$ cat src/rtl/gpu2d_bg_tile_row_fetcher.sv
// Background tile row fetcher: one RAM read per (tile,row,flip) request,
// then streams the 16 colour indices of that row over valid/ready.
module gpu2d_bg_tile_row_fetcher #(
  parameter int unsigned ADDR_WIDTH    = 12,
  parameter int unsigned PIX_PER_ROW   = 16,
  parameter int unsigned COL_IDX_WIDTH = 6
) (
  input  logic                                   clk,
  input  logic                                   reset,
  input  logic                                   io_req_valid,
  output logic                                   io_req_ready,
  input  logic [ADDR_WIDTH-5:0]                  io_req_tileIdx,
  input  logic [3:0]                             io_req_rowIdx,
  input  logic                                   io_req_hFlip,
  input  logic                                   io_req_vFlip,
  output logic                                   io_rdEn,
  output logic [ADDR_WIDTH-1:0]                  io_rdAddr,
  input  logic [PIX_PER_ROW*COL_IDX_WIDTH-1:0]   io_rdData,
  output logic                                   io_pop_valid,
  input  logic                                   io_pop_ready,
  output logic [COL_IDX_WIDTH-1:0]               io_pop_colIdx,
  output logic [3:0]                             io_pop_pxIdx,
  output logic                                   io_pop_isTransparent,
  output logic                                   io_pop_last
);

  localparam int unsigned PX_W = 4;

  typedef enum logic [1:0] {
    IDLE    = 2'd0,
    CAPTURE = 2'd1,
    STREAM  = 2'd2
  } state_t;

  state_t                                      state_q;
  state_t                                      state_d;
  logic                                        hflip_q;
  logic [PX_W-1:0]                             cnt_q;
  logic [PIX_PER_ROW-1:0][COL_IDX_WIDTH-1:0]   row_q;
  logic [PX_W-1:0]                             px_sel;
  logic                                        pop_fire;
  logic                                        last_beat;
  logic                                        req_fire;

  // Next-state logic plus the combinational request/read handshake
  always_comb begin
    state_d      = state_q;
    io_req_ready = 1'b0;
    io_rdEn      = 1'b0;
    io_rdAddr    = '0;
    pop_fire     = io_pop_valid & io_pop_ready;
    last_beat    = (state_q == STREAM) & pop_fire & (cnt_q == 4'hF);
    io_req_ready = (state_q == IDLE) | last_beat;
    req_fire     = io_req_valid & io_req_ready;

    if (req_fire) begin
      io_rdEn   = 1'b1;
      io_rdAddr = {io_req_tileIdx, io_req_vFlip ? ~io_req_rowIdx : io_req_rowIdx};
    end

    case (state_q)
      IDLE:    if (req_fire) state_d = CAPTURE;
      CAPTURE: state_d = STREAM;
      STREAM:  if (last_beat) state_d = req_fire ? CAPTURE : IDLE;
      default: state_d = IDLE;
    endcase
  end

  always_ff @(posedge clk) begin
    if (reset) state_q <= IDLE;
    else       state_q <= state_d;
  end

  // Row register is loaded once per request so later RAM reads cannot disturb it
  always_ff @(posedge clk) begin
    if (reset) begin
      hflip_q <= 1'b0;
      cnt_q   <= '0;
      row_q   <= '0;
    end else begin
      if (req_fire) hflip_q <= io_req_hFlip;
      if (state_q == CAPTURE) begin
        row_q <= io_rdData;
        cnt_q <= '0;
      end else if (pop_fire) begin
        cnt_q <= cnt_q + 4'd1;
      end
    end
  end

  always_comb begin
    px_sel               = hflip_q ? ~cnt_q : cnt_q;
    io_pop_valid         = (state_q == STREAM);
    io_pop_pxIdx         = cnt_q;
    io_pop_colIdx        = row_q[px_sel];
    io_pop_isTransparent = (io_pop_colIdx == '0);
    io_pop_last          = (cnt_q == 4'hF);
  end

endmodule

$ cat config.mk
export PLATFORM = sky130hd
export DESIGN_NAME = gpu2d_bg_tile_row_fetcher
export DESIGN_NICKNAME = d
export VERILOG_FILES = /design/src/rtl/gpu2d_bg_tile_row_fetcher.sv
export SDC_FILE = /design/constraint.sdc
export NUM_CORES = 1
export LEC_CHECK = 0
export CAP_MARGIN = 25
export CORE_UTILIZATION = 31
export CTS_CLUSTER_DIAMETER = 120
export DETAILED_ROUTE_END_ITERATION = 10
export GPL_TIMING_DRIVEN = 0
export PLACE_DENSITY = 0.57
export SLEW_MARGIN = 0
export SYNTH_ARGS = -nofsm -noshare
export SYNTH_HDL_FRONTEND = slang
export SYNTH_SLANG_ARGS = --single-unit
$ cat constraint.sdc
create_clock -name clk -period 2.51 [get_ports clk]
set_clock_uncertainty 0.2 [all_clocks]
set_input_delay 0.3765 -clock clk [delete_from_list [all_inputs] [get_ports clk]]
set_output_delay 0.3765 -clock clk [all_outputs]
set_load 0.005 [all_outputs]
==> results of run 1 <==
-- metrics by stage --
stage                     instances  instance area [sq um]  hold WS [ns]  setup slack (ns)
after floorplan                 690                   5280         0.233           -0.0114
after global placement         1048                   6930         0.240             -1.22
after detailed placement       1048                   6930         0.247             -1.17
after CTS                      1088                   7730         0.211            -0.819
after global routing           1103                   7960         0.243            -0.936
final                          1103                   7960         0.214            -0.862
-- layout make-up --
class,instances,area (sq um),area share
Multi-Input combinational cell,526,3170,0.399
Sequential cell,103,2080,0.261
Timing Repair Buffer,180,1780,0.223
Buffer,53,342,0.0429
Tap cell,220,275,0.0346
Clock buffer,11,243,0.0305
Clock inverter,5,57.6,0.00723
Inverter,5,20.0,0.00251
-- sequential cells by signal, indices dropped and copies added (netlist names) --
signal	flops
row_q	96
io_pop_pxIdx	4
state_q	2
hflip_q	1
-- per-layer routing --
layer,GRT usage,vias to the layer above,wire length [um]
li1,-,2790,-
met1,0.287,2569,8670
met2,0.320,193,8070
met3,0.0450,36,1170
met4,0.0741,0,408
met5,0,-,0
-- cell usage after synthesis, types with 2 or more instances --
| library cell | n | area (sq um) |
|---|---|---|
| a21oi_1 | 123 | 616 |
| a222oi_1 | 5 | 50.1 |
| nand2b_1 | 7 | 43.8 |
| nor2_1 | 16 | 60.1 |
| mux4_2 | 3 | 67.6 |
| or2_1 | 2 | 12.5 |
| a221o_1 | 7 | 70.1 |
| dfxtp_1 | 103 | 2060 |
| buf_2 | 10 | 50.1 |
| a22oi_1 | 9 | 67.6 |
| a22o_1 | 6 | 52.6 |
| o22ai_1 | 10 | 62.6 |
| inv_1 | 4 | 15.0 |
| mux2i_1 | 16 | 160 |
| o211ai_1 | 4 | 30.0 |
| and3_1 | 11 | 68.8 |
| and3b_1 | 4 | 35.0 |
| nand3_1 | 2 | 10.0 |
| o21a_1 | 3 | 22.5 |
| mux2_2 | 10 | 113 |
| and2_1 | 3 | 18.8 |
| o221ai_1 | 8 | 70.1 |
| clkbuf_1 | 32 | 120 |
| or2_2 | 6 | 37.5 |
| xnor2_1 | 7 | 61.3 |
| o21ai_0 | 10 | 50.1 |
| nor3b_1 | 5 | 37.5 |
| o2111a_1 | 2 | 22.5 |
| a21boi_0 | 2 | 15.0 |
| a21o_1 | 2 | 15.0 |
| buf_1 | 8 | 30.0 |
| nor2b_1 | 8 | 50.1 |
| a31o_1 | 2 | 17.5 |
| a211oi_1 | 3 | 22.5 |
| o22a_1 | 3 | 26.3 |
| buf_6 | 2 | 22.5 |
| nor3_1 | 2 | 10.0 |
| nand2_1 | 206 | 773 |
| nand4_1 | 3 | 18.8 |
| buf_4 | 4 | 30.0 |
| nand3b_1 | 3 | 22.5 |
-- worst reg2reg max path, cell delays in order, from the launching register on --
cell	delay [ns]
dfxtp_1	0.31
clkbuf_1	0.33
inv_1	0.20
nor2_4	0.25
buf_2	0.37
buf_1	0.34
nand2_1	0.13
a21oi_1	0.13
-- path summary, 6_finish.rpt --
kind                                 startpoint                   end
worst max-delay path            io_pop_pxIdx[1]  io_pop_isTransparent
worst min-delay path                      reset            state_q[0]
worst max register to register       state_q[0]             row_q[61]
worst min register to register        row_q[47]             row_q[47]
-- power groups by stage --
stage          logic [mW]  clock network, mW  registers (mW)
2_1_floorplan       0.363                  0            1.79
3_3_place_gp        0.729                  0            1.81
3_5_place_dp        0.730                  0            1.81
4_1_cts             0.822               1.45            1.78
5_1_grt             0.952               1.51            1.79
6_report            0.884               1.42            1.78
-- cells by family after synthesis --
kind of cell,count (synthesis),share of synthesized area
fa+ha+maj,1,0.00237
simple gates,284,0.238
buf+inv,61,0.0515
flops,103,0.391
compound gates,204,0.238
xor+xnor,8,0.0133
mux,29,0.0646
-- repair_timing --
item	in CTS	in global routing
pin swaps	16	20
setup endpoints to repair	61	59
buffers inserted	25	16
gates cloned	1	2
hold buffers	0	0
gates resized for setup	99	88
==> impl_metrics.toml, run 1 <==
[power_and_ir_drop]
p_sw_mw = 1.09
leakage_nw = 2.89
clkPwrFrac = 0.348
share_seq_of_total_power = 0.436
p_sw_frac = 0.267
power_mw = 4.08
power_frac_comb = 0.216
ir_worst_vdd_mv = 0.370
intPower_mw = 2.99
power.density_nw_per_um2 = 513

[layout]
area_growth_pct = 51.2
final.fill_count = 1693
mostFrequentLayoutCell = "nand2_1"
drive_above_1_share = 0.183
layout.nets = 993
layout_common_cells = "nand2_1, a21oi_1, clkdlybuf4s50_1, dfxtp_1, buf_6"
finalCoreUtilization = 0.480
antenna_cells = 0

[grt]
grt_overflow_total = 0
grt_max_degree = 17
grt_use_total = 0.209
antenna_found_initial = 0
grt_pass1_vias = 5434
grt_pass1_wl_mm = 28.5

[critical_path]
cp_slowest_cell = "a222oi_1"
crit_cells = 9
cp-end-kind = "primary output"
cp_slowest_stage_delay_ns = 0.54
path_cells = "buf_6 -> buf_8 -> and3b_1 -> or2_4 -> a222oi_1 -> a211oi_1 -> a31o_1 -> nor4_4 -> buf_2"
r2r_cells = 7
criticalPathCategory = "flip-flop to primary output"
rrSetupSlack_ns = 0.19
startpoint_type = "flip-flop"
path_max_fanout = 8
path_buf_inv = 3
crit_required_ns = 1.93
critical-path-top-delay-family = "compound AO/OA/AOI/OAI gates"
cp.arrival_ns = 2.80

[clocking]
root_buffer = "clkbuf_16"
clock_path_buffers = 2
cts_buffers = 9
cts_tree = "built"
htreeDepth = 3
clkTransAtPathRegs_ns = 0.07
cts.sinks = 103
insertion_delay_ns = 0.36

[yosys]
ys_types = 55
syn_nets = 805
syn-cell-area_sq_um = 5270
syn_area_per_cell_sq_um = 7.63
seq_area_frac_synth = 0.391
synth_edf_count = 0
async_reset_ff_frac = 0
ys_ff_latch = 103
netlist_instances = 690
yosysWarnings = 0
synthFlopType = "dfxtp_1"

[sta]
tns_ns = -5.77
worst_pin_slew_ns = 0.649
fin_ws_ns = -0.862
fmax_mhz = 297
post-route-min-period_ns = 3.37
rsz0062_at_grt = "true"
relSlewSlack = 0.567
hold_viol = 0
fin_crit_sh = 1.34
drv_slew = 0
setup_viol = 17

[placement]
dp_hpwl_mm = 13.3
port-buffer-count = 138
routabilityCongestion = 0.913

[routing]
drt_wl_total_mm = 18.3
routedWlPerCell_um = 16.6
num_vias = 5588
viasPerCell = 5.07
antenna_left = 0
drt_iter0_markers = 422
drc = 0
dr.pass1.iters = 6

[floorplan]
rows = 47
coreArea_sq_um = 16600
initial_core_util = 0.318
die_x_um = 132
ios = 141
die_y_um = 132
die_area_sq_um = 17500

[status]
violations = "negative setup slack"
status = "finished, violations left"

[min_path]
whs_path_depth = 2
hold_class = "primary input to flip-flop"

[job]
cap_violations = 0
Note: power is estimated with default switching activity, not from simulation.
==> run 2: changes to the inputs <==
--- a/config.mk
+++ b/config.mk
@@ -6,11 +6,11 @@
 export NUM_CORES = 1
 export LEC_CHECK = 0
 export CAP_MARGIN = 25
-export CORE_UTILIZATION = 31
+export CORE_UTILIZATION = 35
 export CTS_CLUSTER_DIAMETER = 120
 export DETAILED_ROUTE_END_ITERATION = 10
 export GPL_TIMING_DRIVEN = 0
-export PLACE_DENSITY = 0.57
+export PLACE_DENSITY = 0.63
 export SLEW_MARGIN = 0
 export SYNTH_ARGS = -nofsm -noshare
 export SYNTH_HDL_FRONTEND = slang
==> run 2 against run 1 <==
  * The flow still finishes with violations (negative setup slack)
  * Core utilization increased by 4.6 points
  * Die area decreased by 11%
  * Register-to-register slack improved by 0.02 ns
  * Flip-flop and latch count unchanged
  * Critical path depth unchanged
  * Via count increased by 0.79%
  * Cell area decreased by 3.6%
  * Combinational power decreased by 6.6%
  * Non-clock buffer count decreased by 18
  * Routed wire length decreased by 0.68%
  * Count of clock-buffer cells in the layout decreased by 2
  * First-iteration DRC count increased by 11%
  * Largest cell class unchanged
  * Largest power group unchanged
  * Highest routed layer unchanged
==> impl_metrics.toml, run 2 (synthesized netlist as in run 1, its figures left out) <==
[status]
status = "finished, violations left"
violations = "negative setup slack"

[floorplan]
rows = 44
ios = 141
initial_core_util = 0.361
die_x_um = 125
die_area_sq_um = 15500
coreArea_sq_um = 14600
die_y_um = 125

[power_and_ir_drop]
power_mw = 4.08
power.density_nw_per_um2 = 532
leakage_nw = 2.81
ir_worst_vdd_mv = 0.344

[sta]
post-route-min-period_ns = 3.38
tns_ns = -4.49
fin_ws_ns = -0.867
whs_ns = 0.197
fin_crit_sh = 1.35
rsz0062_at_grt = "true"
fmax_mhz = 296
relSlewSlack = 0.546
worst_pin_slew_ns = 0.679
setup_viol = 16
drv_slew = 0
hold_viol = 0

[grt]
grt_pass1_vias = 5604
grt_max_degree = 20
grt_use_total = 0.240
grt_pass1_wl_mm = 29.2
antenna_found_initial = 0
grt_overflow_total = 0

[layout]
layout.nets = 975
mostFrequentLayoutCell = "nand2_1"
largest_reg_flops = 96
area_growth_pct = 45.8
antenna_cells = 0
drive_above_1_share = 0.164
layout_common_cells = "nand2_1, a21oi_1, clkdlybuf4s50_1, dfxtp_1, clkbuf_1"
largest-register = "row_q"
finalCoreUtilization = 0.526

[clocking]
clock_path_buffers = 2
root_buffer = "clkbuf_16"
clkTransAtPathRegs_ns = 0.08
hold_buffers = 0
cts_buffers = 9
cts_tree = "built"
cts.sinks = 103
htreeDepth = 3
insertion_delay_ns = 0.36

[routing]
viasPerCell = 5.37
drt_iter0_markers = 469
drc = 0
dr.pass1.iters = 6
antenna_left = 0
routedWlPerCell_um = 17.3
num_vias = 5632
drt_wl_total_mm = 18.2

[placement]
routabilityCongestion = 0.952
post-place-ws_ns = -1.28
dp_hpwl_mm = 14.0
port-buffer-count = 138

[critical_path]
path_buf_inv = 3
criticalPathCategory = "flip-flop to primary output"
cp-end-kind = "primary output"
cp_slowest_cell = "a222oi_1"
critical-path-top-delay-family = "compound AO/OA/AOI/OAI gates"
path_cells = "buf_6 -> buf_8 -> and3b_1 -> or2_4 -> a222oi_1 -> a211oi_1 -> a31o_1 -> nor4_4 -> buf_2"
cp.arrival_ns = 2.80
startpoint_type = "flip-flop"
crit_required_ns = 1.93
cp_slowest_stage_delay_ns = 0.45
path_max_fanout = 8

[min_path]
hold_class = "primary input to flip-flop"

[job]
cap_violations = 0
==> run 2: cell type report <==
class                      instances  area (sq um)
buffer                            53           354
clock inverter                     7          86.3
sequential                       103          2070
fill                            1391          6910
multi-input combinational        526          3150
tap                              184           230
clock buffer                       9           225
inverter                           5          20.0
timing repair buffer             162          1540
==> run 2: metal layers <==
metal | up-vias | part of all wire | routed length [um] | track usage
met1 | 2634 | 0.45 | 8250 | 0.319
met5 | - | 0 | 0 | 0
met2 | 213 | 0.46 | 8300 | 0.372
li1 | 2754 | - | - | -
met3 | 31 | 0.063 | 1160 | 0.0563
met4 | 0 | 0.027 | 491 | 0.0971
==> run 2: final timing paths <==
path | start | endpoint | slack [ns] | cells after the start
min reg2reg | row_q[41] | row_q[41] | 0.26 | 2
max | io_pop_pxIdx[1] | io_pop_isTransparent | -0.87 | 9
min | reset | row_q[29] | 0.20 | 2
max reg2reg | state_q[0] | row_q[55] | 0.21 | 7
==> run 2: report_power, final <==
part | switching [mW] | internal, mW | leakage (nW) | total [mW]
clock | 0.676 | 0.796 | 0.150 | 1.47
sequential | 0.0693 | 1.71 | 0.842 | 1.78
combinational | 0.390 | 0.436 | 1.81 | 0.826
total | 1.14 | 2.95 | 2.81 | 4.08
==> run 2: what timing repair did <==
item	CTS	global route
resized for setup	124	54
pin swaps	17	12
setup buffers	17	7
endpoints found under the setup margin	61	61
==> run 2: per-stage QoR <==
stage                     cells  instance area (sq um)
after floorplan             690                   5280
after global placement     1012                   6890
after detailed placement   1012                   6890
after CTS                  1042                   7590
after global routing       1049                   7680
final                      1049                   7680
